### src/rtl/cache_replace_ctrl.sv
// cache_replace_ctrl: miss/replacement FSM between tag arrays, PLRU and memory; CACHE_PERF_CNT_EN adds hit/miss counters
//   i_clk, i_rst (async, active-high); i_req/i_index: held CPU request; i_hit_vec/i_valid_vec/i_dirty_vec: indexed set state
//   i_lru_way: PLRU victim; i_pmem_resp: memory done pulse; o_resp: request complete; o_mru_way/o_mru_load: PLRU update
//   o_victim_way: registered victim; o_pmem_read/o_pmem_write: fill/writeback; o_fill_load: line install; o_busy; o_hit_count/o_miss_count
module cache_replace_ctrl #(
  parameter int SETS = 8,
  parameter int ASSOCIATIVITY = 2,
  localparam int W = $clog2(ASSOCIATIVITY)
) (
  input  logic                     i_clk,
  input  logic                     i_rst,
  input  logic                     i_req,
  input  logic [$clog2(SETS)-1:0]  i_index,
  input  logic [ASSOCIATIVITY-1:0] i_hit_vec,
  input  logic [ASSOCIATIVITY-1:0] i_valid_vec,
  input  logic [ASSOCIATIVITY-1:0] i_dirty_vec,
  input  logic [W-1:0]             i_lru_way,
  input  logic                     i_pmem_resp,
  output logic                     o_resp,
  output logic [W-1:0]             o_mru_way,
  output logic                     o_mru_load,
  output logic [W-1:0]             o_victim_way,
  output logic                     o_pmem_read,
  output logic                     o_pmem_write,
  output logic                     o_fill_load,
  output logic                     o_busy,
  output logic [31:0]              o_hit_count,
  output logic [31:0]              o_miss_count
);
  typedef enum logic [1:0] {IDLE, WB, FILL} state_t;
  state_t r_state, w_next;
  logic [W-1:0] r_victim_way, w_hit_way, w_inv_way, w_victim;
  logic w_hit, w_miss, w_dirty_victim, w_unused;
  assign w_unused = ^i_index;
  // Downward scan so the lowest matching index is the last assignment and wins.
  always_comb begin
    w_hit_way = '0;
    w_inv_way = '0;
    for (int i = ASSOCIATIVITY - 1; i >= 0; i--) begin
      if (i_hit_vec[i]) w_hit_way = W'(i);
      if (!i_valid_vec[i]) w_inv_way = W'(i);
    end
  end
  assign w_hit = |i_hit_vec;
  assign w_miss = (r_state == IDLE) & i_req & ~w_hit;
  assign w_victim = &i_valid_vec ? i_lru_way : w_inv_way;
  assign w_dirty_victim = i_valid_vec[w_victim] & i_dirty_vec[w_victim];
  always_comb begin
    w_next = r_state;
    unique case (r_state)
      IDLE:    w_next = w_miss ? (w_dirty_victim ? WB : FILL) : IDLE;
      WB:      w_next = i_pmem_resp ? FILL : WB;
      FILL:    w_next = i_pmem_resp ? IDLE : FILL;
      default: w_next = IDLE;
    endcase
  end
  always_ff @(posedge i_clk or posedge i_rst) begin
    if (i_rst) begin
      r_state <= IDLE;
      r_victim_way <= '0;
    end else begin
      r_state <= w_next;
      if (w_miss) r_victim_way <= w_victim;
    end
  end
  assign o_resp = (r_state == IDLE) & i_req & w_hit;
  assign o_mru_load = o_resp;
  assign o_mru_way = o_resp ? w_hit_way : '0;
  assign o_victim_way = r_victim_way;
  assign o_pmem_write = r_state == WB;
  assign o_pmem_read = r_state == FILL;
  assign o_fill_load = (r_state == FILL) & i_pmem_resp;
  assign o_busy = r_state != IDLE;
`ifdef CACHE_PERF_CNT_EN
  logic [31:0] r_hit_count, r_miss_count;
  logic r_missed;
  // r_missed marks the request in flight so its completion hit is not counted.
  always_ff @(posedge i_clk or posedge i_rst) begin
    if (i_rst) begin
      r_hit_count <= '0;
      r_miss_count <= '0;
      r_missed <= 1'b0;
    end else begin
      if (w_miss) r_missed <= 1'b1;
      else if (o_resp) r_missed <= 1'b0;
      if (o_resp && !r_missed && r_hit_count != '1) r_hit_count <= r_hit_count + 32'd1;
      if (w_miss && r_miss_count != '1) r_miss_count <= r_miss_count + 32'd1;
    end
  end
  assign o_hit_count = r_hit_count;
  assign o_miss_count = r_miss_count;
`else
  assign o_hit_count = '0;
  assign o_miss_count = '0;
`endif
endmodule
### config.mk
export PLATFORM = sky130hd
export DESIGN_NAME = cache_replace_ctrl
export DESIGN_NICKNAME = d
export VERILOG_FILES = /design/src/rtl/cache_replace_ctrl.sv
export SDC_FILE = /design/constraint.sdc
export NUM_CORES = 1
export LEC_CHECK = 0
export ABC_AREA = 1
export BUFFER_PORTS_ARGS = -buffer_cell sky130_fd_sc_hd__buf_2
export CAP_MARGIN = 20
export CORE_UTILIZATION = 33
export CTS_CLUSTER_SIZE = 40
export DETAILED_ROUTE_END_ITERATION = 8
export HOLD_SLACK_MARGIN = 0.06
export PLACE_DENSITY = 0.8
export SLEW_MARGIN = 20
export SYNTH_ARGS = -nofsm -noshare
export SYNTH_HDL_FRONTEND = slang
export SYNTH_SLANG_ARGS = --single-unit
### constraint.sdc
create_clock -name i_clk -period 1.3 [get_ports i_clk]
set_input_delay 0.26 -clock i_clk [delete_from_list [all_inputs] [get_ports i_clk]]
set_output_delay 0.26 -clock i_clk [all_outputs]
set_load 0.05 [all_outputs]
==> reports/metrics.csv <==
metric,value,unit
dp_hpwl,747,um
synth_compound_area_share,2.54,%
fin_util,36.6,%
critPathSlowestCell,dfrtp_1,
clock_sinks,3,
p_sw_share,66.7,%
layout-drive-gt1-share,26.9,%
finalSetupViolCount,6,
dpl.cell_count,148,
multi_input_comb_area,400,sq um
met2_usage,14.6,%
cp_cell_sequence,inv_2 -> nand3_4 -> a21oi_4 -> buf_6,
ys_seq_area_share,10.2,%
post_dp_cell_area,637,sq um
fin_crit_sh,109,%
path_class,reg -> out,
internal-power,0.302,mW
grt_antenna_before_repair,0,
final_common_cell,conb_1,
p_switching,0.606,mW
power.leakage,0.490,nW
core_area,2040,sq um
synth_top_family_by_area,buffers and inverters,
min_path_type,in -> reg,
cts_root_buffer,clkbuf_4,
gr-total-overflow,0,
ys_types,16,
violations,negative setup slack,
fin_setup_tns,-455,ps
dp_slack,41.2,ps
ys_ff_latch,3,
synthAdderAreaFrac,0,%
pin_count,86,
hold_violations,0,
htreeDepth,1,
area_growth,1.02,%
slowest_delay,360,ps
end_kind,output pin,
critical_path_arrival,1150,ps
finalNonFillerCells,157,
drc_errors,0,
outcome,"complete, but fails checks",
synthSimpleGateAreaFrac,15.7,%
rows,16,
synthesis.instances,105,
seqCellArea,75.1,sq um
drt_first_pass_iters,2,
use_met1,4.82,%
seqPwrFrac,12.0,%
grt_usage,6.99,%
max_freq,708,MHz
stdcell_area,747,sq um
cts_tree,yes,
chipHeight,49.3,um
syn_area,739,sq um
clkPwrFrac,18.0,%
worstSkewPairLatency,230,ps
cp-start-kind,flop,
num_antenna_cells,0,
muxShareOfSynthArea,0,%
combPwrFrac,70.1,%
cts_buffers,3,
ant_nets,0,
vias_per_cell,3.05,
finClkSkew,1.45,ps
required,1040,ps
vias,479,
port_buffers,18,
grt_max_degree,5,
grt.busiest_layer,met2,
rsz0062_at_grt,yes,
min_period,1410,ps
place.gp.congestion,0.645,
final_cell_mix,"conb_1 (64), nand2_1 (13), buf_2 (11)",
chipWidth,49.3,um
initial_core_util,36.2,%
drt_iter0_markers,1,
yosysWarnings,0,
synth_xor_area_share,0,%
path_clk_slew,40,ps
grtUsageMet3,0.935,%
die-area,2430,sq um
path_max_fanout,4,
grt_pass1_vias,367,
clockBufferDepth,2,
fin_nets,145,
maxSlewViolCount,0,
cap_viol_max_count,0,
n_fill_cell,223,
setup_slack,-112,ps
routed_wl,909,um
p_per_area,1220,nW/um^2
grt_pass1_wl,1280,um
ir_drop,371,uV
wl_per_cell,5.79,um
synth_area_per_cell,7.04,sq um
-- path summary, 6_finish.rpt --
path	slack, ps	start	end	cells past startpoint
max in group asynchronous	720	i_rst	r_state[0]	3
worst min-delay path	300	i_valid_vec[0]	o_victim_way	3
worst max-delay path	-110	r_state[0]	o_resp	4
worst min register to register	500	o_victim_way	o_victim_way	2
min in group asynchronous	450	i_rst	r_state[1]	3
worst max register to register	260	r_state[0]	r_state[0]	6
-- synth_stat cells --
master   instances  share of area, %
nor2_2           1              0.85
nand2_2          1              0.85
a21oi_1          1              0.68
o21ai_0          1              0.68
inv_1            8               4.1
nand3_4          1               2.4
nand2_1         13               6.6
nor2_4           1               1.5
buf_4           65                66
nor3_1           1              0.68
nor2_1           3               1.5
nand3_1          2               1.4
conb_1           1              0.51
o21ai_2          1               1.2
dfrtp_1          3                10
inv_2            2               1.0
-- power groups by stage --
stage	Combinational (mW)	Clock, mW	Sequential [mW]
finish	0.636	0.163	0.109
global route	0.660	0.170	0.109
CTS	0.621	0.171	0.110
detailed placement	0.589	0	0.112
global placement	0.588	0	0.111
floorplan	0.675	0	0.134
-- per-stage QoR --
stage,total power [mW],hold WS [ps]
finish,0.908,297
global route,0.939,322
CTS,0.902,290
detailed placement,0.701,128
global placement,0.699,125
floorplan,0.810,13.6
-- cells by family after synthesis --
group | after synthesis
compound gates | 3
buf+inv | 75
flops | 3
other cells | 1
simple gates | 23
-- routing by layer --
layer / routed length (um) / share of wire [%]
met2: 536 / 59
met5: 0 / 0
met1: 252 / 28
met3: 100 / 11
met4: 19 / 2.1
-- flip-flops by register name, indices dropped and copies added (netlist names) --
| signal | cells |
|---|---|
| r_state | 2 |
| o_victim_way | 1 |
-- area by class of cell --
class / instances / area share [%]
Multi-Input combinational cell: 90 / 53.6
Clock buffer: 4 / 3.52
Tap cell: 27 / 4.52
Sequential cell: 3 / 10.1
Inverter: 10 / 5.03
Timing Repair Buffer: 23 / 23.3
-- what timing repair did --
| item | in CTS | in global routing |
|---|---|---|
| hold buffers | 1 | 0 |
| pin swaps | 0 | 1 |
| buffers inserted | 1 | 3 |
| endpoints found under the setup margin | 6 | 7 |
| resized for setup | 13 | 1 |
| hold endpoints to repair | 3 | 0 |
-- critical path, delay by kind of cell, from the launching register on --
kind / cells / cell delay [ps]
flip-flops: 1 / 360
buffers and inverters: 2 / 280
AO/OA/AOI/OAI: 1 / 160
AND/OR/NAND/NOR: 1 / 120
No activity file was read; power rests on OpenSTA's default activity.
